==> config.mk <==
export PLATFORM = sky130hd
export DESIGN_NAME = clock_divider_prog
export DESIGN_NICKNAME = d
export VERILOG_FILES = /design/src/rtl/clock_divider_pkg.sv /design/src/rtl/clock_divider_ratio_reg.sv /design/src/rtl/clock_divider_prog.sv
export SDC_FILE = /design/constraint.sdc
export NUM_CORES = 1
export LEC_CHECK = 0
export CORE_UTILIZATION = 54
export CTS_BUF_LIST = sky130_fd_sc_hd__clkbuf_8
export CTS_CLUSTER_DIAMETER = 100
export DETAILED_ROUTE_END_ITERATION = 6
export PLACE_DENSITY = 0.79
export SLEW_MARGIN = 20
export SYNTH_ARGS = -nofsm -noshare
export SYNTH_HDL_FRONTEND = slang
export SYNTH_HIERARCHICAL = 1
export SYNTH_SLANG_ARGS = --single-unit
==> constraint.sdc <==
create_clock -name clk_in -period 3.35 [get_ports clk_in]
set_clock_uncertainty 0.2 [all_clocks]
set_input_delay 0.67 -clock clk_in [delete_from_list [all_inputs] [get_ports clk_in]]
set_output_delay 0.67 -clock clk_in [all_outputs]
set_load 0.05 [all_outputs]
==> src/rtl/clock_divider_pkg.sv <==
// rtl/clock_divider_pkg.sv - shared types and defaults for the programmable clock divider
package clock_divider_pkg;

    localparam int DEF_CNT_W     = 16;
    localparam int DEF_RESET_DIV = 12;
    localparam int MIN_DIV       = 2;

    typedef enum logic {
        PH_LOW  = 1'b0,
        PH_HIGH = 1'b1
    } phase_t;

endpackage

==> src/rtl/clock_divider_ratio_reg.sv <==
// rtl/clock_divider_ratio_reg.sv - pending/current divide ratio with legality check
module clock_divider_ratio_reg
    import clock_divider_pkg::*;
#(
    parameter int CNT_W     = DEF_CNT_W,
    parameter int RESET_DIV = DEF_RESET_DIV
) (
    input  logic             clk_in,
    input  logic             rst,
    input  logic [CNT_W-1:0] div_val,
    input  logic             div_load,
    input  logic             boundary,
    output logic [CNT_W-1:0] cur_div,
    output logic             div_busy,
    output logic             div_err
);

    logic [CNT_W-1:0] pend_q, pend_d;
    logic [CNT_W-1:0] cur_q, cur_d;
    logic             busy_q, busy_d;
    logic             err_q, err_d;
    logic             legal;

    assign legal = div_val >= CNT_W'(MIN_DIV);

    // The boundary consumes the old pending value before a coincident load replaces it.
    always_comb begin
        pend_d = pend_q;
        cur_d  = cur_q;
        busy_d = busy_q;
        err_d  = div_load && !legal;
        if (boundary && busy_q) begin
            cur_d  = pend_q;
            busy_d = 1'b0;
        end
        if (div_load && legal) begin
            pend_d = div_val;
            busy_d = 1'b1;
        end
    end

    always_ff @(posedge clk_in or posedge rst) begin
        if (rst) begin
            pend_q <= CNT_W'(RESET_DIV);
            cur_q  <= CNT_W'(RESET_DIV);
            busy_q <= 1'b0;
            err_q  <= 1'b0;
        end else begin
            pend_q <= pend_d;
            cur_q  <= cur_d;
            busy_q <= busy_d;
            err_q  <= err_d;
        end
    end

    assign cur_div  = cur_q;
    assign div_busy = busy_q;
    assign div_err  = err_q;

endmodule

==> src/rtl/clock_divider_prog.sv <==
// rtl/clock_divider_prog.sv - programmable clock divider: period counter and phase FSM
module clock_divider_prog
    import clock_divider_pkg::*;
#(
    parameter int CNT_W     = DEF_CNT_W,
    parameter int RESET_DIV = DEF_RESET_DIV
) (
    input  logic             clk_in,
    input  logic             rst,
    input  logic             en,
    input  logic [CNT_W-1:0] div_val,
    input  logic             div_load,
    output logic             div_busy,
    output logic             div_err,
    output logic [CNT_W-1:0] cur_div,
    output logic             clk_out,
    output logic             tick
);

    phase_t           phase_q, phase_d;
    logic [CNT_W-1:0] cnt_q, cnt_d;
    logic             started_q, started_d;
    logic             clk_out_q, clk_out_d;
    logic             tick_q, tick_d;
    logic             boundary;
    logic [CNT_W-1:0] half_n;

    assign half_n = cur_div - (cur_div >> 1);

    clock_divider_ratio_reg #(
        .CNT_W     (CNT_W),
        .RESET_DIV (RESET_DIV)
    ) u_ratio (
        .clk_in   (clk_in),
        .rst      (rst),
        .div_val  (div_val),
        .div_load (div_load),
        .boundary (boundary),
        .cur_div  (cur_div),
        .div_busy (div_busy),
        .div_err  (div_err)
    );

    // The first enabled edge after reset is treated as a period boundary entering PH_HIGH.
    always_comb begin
        phase_d   = phase_q;
        cnt_d     = cnt_q;
        started_d = started_q;
        tick_d    = 1'b0;
        boundary  = 1'b0;
        if (en) begin
            if (!started_q) begin
                started_d = 1'b1;
                phase_d   = PH_HIGH;
                cnt_d     = '0;
                tick_d    = 1'b1;
                boundary  = 1'b1;
            end else begin
                case (phase_q)
                    PH_HIGH: begin
                        cnt_d = cnt_q + CNT_W'(1);
                        if (cnt_q == half_n - CNT_W'(1)) begin
                            phase_d = PH_LOW;
                        end
                    end
                    default: begin
                        if (cnt_q == cur_div - CNT_W'(1)) begin
                            cnt_d    = '0;
                            phase_d  = PH_HIGH;
                            tick_d   = 1'b1;
                            boundary = 1'b1;
                        end else begin
                            cnt_d = cnt_q + CNT_W'(1);
                        end
                    end
                endcase
            end
        end
        clk_out_d = (phase_d == PH_HIGH);
    end

    always_ff @(posedge clk_in or posedge rst) begin
        if (rst) begin
            phase_q   <= PH_LOW;
            cnt_q     <= '0;
            started_q <= 1'b0;
            clk_out_q <= 1'b0;
            tick_q    <= 1'b0;
        end else begin
            phase_q   <= phase_d;
            cnt_q     <= cnt_d;
            started_q <= started_d;
            clk_out_q <= clk_out_d;
            tick_q    <= tick_d;
        end
    end

    assign clk_out = clk_out_q;
    assign tick    = tick_q;

endmodule

# Word level (Yosys, flattened, before mapping)
# Index checks and enable logic that the tools add are counted.
# Widths: inputs -> output; s select.
word_totals:
  latch_bits: 0
  input_bits: 20
  mem_count: 0
  ff_bits: 53
  rom_bits: 0
  mem_bits_rw: 0
op_classes:
  shift: 0
  mul: 0
  reduce_logical: 5
  div_mod_pow: 0
  bitwise: 0
  magnitude_cmp: 1
  eq_ne: 2
  n_addsub: 4
  n_mux: 12
ops:
  columns: ["op", "count"]
  rows:
  - ["$mux 16", 3]
  - ["$eq 16x16->1", 2]
  - ["$sub 16x1->16 const B", 2]
  - ["$add 16x1->16 const B", 1]
  - ["$ge 16x2->1 const B", 1]
  - ["$sub 16x15->16", 1]
  - ["$mux 1", 9]
  - ["$logic_and 1x1->1", 3]
  - ["$reduce_bool 2->1", 1]
  - ["$logic_not 1->1", 1]

# Depth between registers and ports, before layout
logic_depth:
  ltp_word: 9
  ltp_mapped: 12
  mapped_depth_nobuf: 11

# By module
# The synthesis kept the hierarchy.
modules_own_cells:
  columns: ["mod", "cells_per_inst", "instances", "area_per_inst_um2"]
  rows:
  - ["clock_divider_prog", 316, 1, 2615.0]
  - ["clock_divider_ratio_reg", 80, 1, 1332.5]

# Worst setup path before layout
# No wires, ideal clock.
synth_path:
  path_kind: "register to register"
  startpoint: "register u_ratio.cur_q[4] (netlist: u_ratio/cur_div[4])"
  endpoint: "register u_ratio.cur_q[4] (netlist: u_ratio/cur_div[4])"
  arrival_ns: 3.309
  period_less_slack_ns: 3.634
  required_time_ns: 3.025
  stages_incl_launch_ff: 13
  setup_slack_ns: -0.284
  path_cell_list: "dfrtp_1 > inv_1 > ha_1 > and4b_2 > nor4b_1 > a31o_2 > o22ai_1 > o41ai_4 > and2_4 > buf_8 > nand2_1 > clkbuf_1 > mux2_2"
synth_via:
  elab_chain_len: 7
synth_rtl:
  columns: ["element", "line", "source"]
  rows:
  - ["from (decl)", "clock_divider_ratio_reg.sv:19", "logic [CNT_W-1:0] cur_q, cur_d;"]
  - ["from (signal assigned)", "clock_divider_ratio_reg.sv:45", "cur_q <= CNT_W'(RESET_DIV);"]
  - ["from (signal assigned)", "clock_divider_ratio_reg.sv:50", "cur_q <= cur_d;"]
  - ["$sub 16x1->16", "clock_divider_prog.sv:67", "if (cnt_q == cur_div - CNT_W'(1)) begin"]
  - ["$eq 16x16->1", "clock_divider_prog.sv:67", null]
  - ["$mux 1", "clock_divider_prog.sv:67", null]
  - ["$mux 1", "clock_divider_prog.sv:59", "case (phase_q)"]
  - ["$mux 1", "clock_divider_prog.sv:52", "if (!started_q) begin"]
  - ["$mux 1", "clock_divider_prog.sv:51", "if (en) begin"]
  - ["net boundary", "clock_divider_prog.sv:25", "logic boundary;"]
  - ["$logic_and 1x1->1", "clock_divider_ratio_reg.sv:32", "if (boundary && busy_q) begin"]
# The timed path passes the listed nets, and every way through them passes these cells.
# A chain may end at the register's enable or synchronous reset.

# Worst setup path after layout
layout_path:
  startpoint: "register u_ratio.cur_q[2] (netlist: u_ratio/cur_div[2])"
  endpoint: "register clk_out_q (netlist: clk_out)"
layout_via:
  elab_chain_len: 6
layout_rtl:
  columns: ["element", "line", "source"]
  rows:
  - ["$sub 16x15->16", "clock_divider_prog.sv:28", "assign half_n = cur_div - (cur_div >> 1);"]
  - ["$sub 16x1->16", "clock_divider_prog.sv:62", "if (cnt_q == half_n - CNT_W'(1)) begin"]
  - ["$eq 16x16->1", "clock_divider_prog.sv:62", null]
  - ["$mux 1", "clock_divider_prog.sv:62", null]
  - ["$mux 1 *", "clock_divider_prog.sv:59", null]
  - ["$mux 1 *", "clock_divider_prog.sv:52", null]
  - ["to (signal assigned)", "clock_divider_prog.sv:93", "clk_out_q <= clk_out_d;"]
  - ["to (decl)", "clock_divider_prog.sv:23", "logic clk_out_q, clk_out_d;"]
# Every way passes the cells marked *; elsewhere a longest branch is shown, timed or not.

==> key figures <==
Run status
  – Status: complete, no violations

Power
  – Cell-internal power: 1.30 mW
  – Logic gate share of total power: 0.419
  – Clk pwr share: 0.188
  – Sequential power share: 0.393
  – Worst vdd ir: 0.273 mV
  – Leak Pwr: 2.02 nW
  – PD cells: 466 nW/um^2
  – Sw power: 0.823 mW
  – Sw Share: 0.387

Synthesis
  – Most frequent cells after synthesis: 49 x dfrtp_1, 35 x inv_1, 33 x xnor2_1, 32 x ha_1, 31 x nor2_1
  – Synthesized area: 3950 um^2
  – Seq cells post-synth: 53
  – Ys async rst share: 1.00
  – Post-synthesis cell type count: 60
  – Count leader, synth: dfrtp_1
  – Post-synth EDFFs: 0
  – Main flop type after synthesis: dfrtp_1
  – Post-Synthesis Cells: 396
  – Register area share after synthesis: 0.337
  – Synth top area share: 0.311
  – Synth area leaders: dfrtp_1 31%, ha_1 10%, xnor2_1 7.3%
  – Leading area contributor after synthesis: dfrtp_1
  – Syn Nets: 449
  – Synth warnings: 6
  – Syn avg cell area: 9.97 um^2

Global routing
  – Grt ovf: 0
  – Initial antenna violation count: 0
  – Largest net degree at the start of global routing: 26
  – First-pass GRT wire length: 15,000 um
  – GRT Util Overall: 0.257
  – Grt met3 use: 0.0351
  – Global Route met2 Usage: 0.407
  – M1 GR Usage: 0.356
  – Peak-usage layer in the global routing report: met2
  – Vias in the first global route: 3,042

Clock network
  – Worst-path clk slew: 0.10 ns
  – Root Driver: clkbuf_8
  – Inserted Clock Buffers: 5
  – Clock latency on the worst-skew pair: 0.31 ns
  – H-tree levels: 2
  – Sink Count: 53
  – CTS tree: yes
  – CTS Buffer Depth: 2

Timing
  – # setup viols final: 0
  – Slew Limit Fails: 0
  – Final worst-path cycle share: 0.970
  – Worst-margin pin slew: 0.811 ns
  – Fmax: 308 MHz
  – Min cycle time layout: 3.25 ns
  – Worst slew margin: 0.459
  – Final Hold Viols: 0
  – RSZ-0062 raised after global routing: false
  – Final hold slack: 0.305 ns
  – Final TNS setup: 0 ns

Floorplanning
  – Cell Rows: 30
  – Die Width: 87.5 um
  – Top Ports: 40
  – Die Area: 7660 um^2
  – Core area: 6940 um^2
  – Initial Utilization: 0.568
  – Chip height: 87.5 um

Drt
  – ANT nets after route: 0
  – DR pass1 iterations: 4
  – Vias/cell: 5.76
  – DR iter-0 viols: 199
  – Residual DRC count: 0
  – Wire length per cell: 17.0 um
  – Via count: 3,072
  – Aggregate routed wire length: 9050 um

Place
  – HPWL after DPL: 7030 um
  – GPL Wtd Cong: 0.985
  – # port buffers: 39

Worst setup path
  – CP cell instances: inv_2, fa_1, nor2b_1, o31a_1, mux2i_1, o211ai_1, a2111oi_0, nand4b_1, a2111oi_0, o21ai_1
  – Crit Path Class: reg2reg
  – Crit. End Element: register
  – WP data required: 3.35 ns
  – CP dominant cell by count: a2111oi_0
  – Worst path slowest cell: dfstp_4
  – CP max FO: 5
  – CP max stage delay: 0.65 ns
  – CP arrival: 3.25 ns
  – Crit start category: register

Flow run
  – # Max-Cap Violations: 0

Final layout
  – Final nets: 489
  – Syn-to-layout area delta: 15.4%
  – Ratio of cells with drive above 1 in the final layout: 0.167
  – Antenna diode count: 0

Min path
  – Min-delay worst type: reg2reg
==> worst paths after layout <==
check	from	to	slack, ns	cells past startpoint
max in group asynchronous	rst	cnt_q[15]	1.82	2
min in group asynchronous	rst	u_ratio/cur_div[0]	0.44	2
worst min register to register	u_ratio/pend_q[12]	u_ratio/pend_q[12]	0.31	1
worst max register to register	u_ratio/cur_div[2]	clk_out	0.10	10
worst max-delay path	u_ratio/cur_div[2]	clk_out	0.10	10
worst min-delay path	u_ratio/pend_q[12]	u_ratio/pend_q[12]	0.31	1
==> critical path, delay by kind of cell, from the launching register on <==
kind,cells,cell delay [ns]
compound gates,5,1.27
fa+ha+maj,1,0.44
buf+inv,1,0.07
flops,1,0.65
mux,1,0.15
simple gates,2,0.35
==> what timing repair did <==
item / CTS / global route
hold buffers: 0 / 0
setup endpoints to repair: 0 / 16
buffers inserted: 0 / 0
resized for setup: 0 / 1
==> layer usage <==
metal	part of all wire	wire (um)
met5	0	0
met2	0.46	4170
met1	0.45	4110
met4	0.033	295
met3	0.051	464
==> cells in the final DEF, fill, tap and decap left out, types with 3 or more instances in the layout <==
| cell type | Yosys | routed |
|---|---|---|
| dfrtp_1 | 49 | 44 |
| clkdlybuf4s50_1 | 0 | 39 |
| xnor2_1 | 33 | 33 |
| inv_1 | 35 | 33 |
| ha_1 | 32 | 32 |
| nor2_1 | 31 | 31 |
| mux2_2 | 25 | 25 |
| xor2_1 | 20 | 20 |
| nand3_1 | 14 | 14 |
| nand2_1 | 14 | 13 |
| a21oi_1 | 13 | 13 |
| buf_4 | 0 | 9 |
| o21ai_0 | 8 | 8 |
| nand4_1 | 7 | 7 |
| o31ai_1 | 7 | 7 |
| clkbuf_8 | 0 | 6 |
| mux2_4 | 6 | 6 |
| and3_1 | 5 | 5 |
| o31a_1 | 5 | 5 |
| nor2b_1 | 5 | 5 |
| dfrtp_2 | 0 | 5 |
| nor4_1 | 4 | 4 |
| nor3_1 | 4 | 4 |
| mux2i_1 | 4 | 4 |
| nand2b_1 | 4 | 4 |
| a22o_1 | 4 | 4 |
| o22ai_1 | 3 | 3 |
| or2_2 | 3 | 3 |
| or4_1 | 3 | 3 |
| dfstp_2 | 4 | 3 |
==> power groups by stage <==
| stage | sequential, mW | combinational (mW) | clock [mW] |
|---|---|---|---|
| 2_1_floorplan | 0.841 | 0.668 | 0 |
| 3_5_place_dp | 0.847 | 0.875 | 0 |
| 3_3_place_gp | 0.845 | 0.858 | 0 |
| 4_1_cts | 0.835 | 0.883 | 0.407 |
| 6_report | 0.835 | 0.890 | 0.399 |
| 5_1_grt | 0.849 | 0.973 | 0.435 |
==> kinds of logic (layout without fill, tap and decap cells) <==
| kind of cell | after synthesis | after routing | synth area share |
|---|---|---|---|
| buffers and inverters | 50 | 91 | 0.0551 |
| multiplexers | 35 | 35 | 0.104 |
| AO/OA/AOI/OAI | 63 | 63 | 0.129 |
| adder cells (fa/ha/maj) | 33 | 33 | 0.106 |
| XOR/XNOR | 54 | 54 | 0.125 |
| flip-flops | 53 | 53 | 0.337 |
| AND/OR/NAND/NOR | 108 | 108 | 0.144 |
==> area by class of cell <==
| cell class | instances | area, um^2 |
|---|---|---|
| Clock buffer | 6 | 82.6 |
| Clock inverter | 2 | 17.5 |
| Fill cell | 526 | 2390 |
| Inverter | 35 | 131 |
| Multi-Input combinational cell | 293 | 2410 |
| Sequential cell | 53 | 1340 |
| Tap cell | 96 | 120 |
| Timing Repair Buffer | 48 | 458 |
==> stage by stage <==
stage / area [um^2] / util / setup WS [ns] / power (mW) / cells
2_1_floorplan: 3970 / - / 0.00743 / 1.51 / 396
3_3_place_gp: 4450 / 0.641 / 0.185 / 1.70 / 525
3_5_place_dp: 4450 / 0.641 / 0.112 / 1.72 / 525
4_1_cts: 4550 / 0.655 / 0.0575 / 2.13 / 533
5_1_grt: 4560 / 0.656 / 0.000964 / 2.26 / 533
6_report: 4560 / 0.656 / 0.102 / 2.12 / 533
==> flip-flops by register name (all words and copies together) (netlist names) <==
register / count
started_q: 1
clk_out: 1
u_ratio/pend_q: 16
u_ratio/cur_div: 16
cnt_q: 16
tick: 1
u_ratio/div_busy: 1
u_ratio/div_err: 1
No activity file was read; power rests on OpenSTA's default activity.
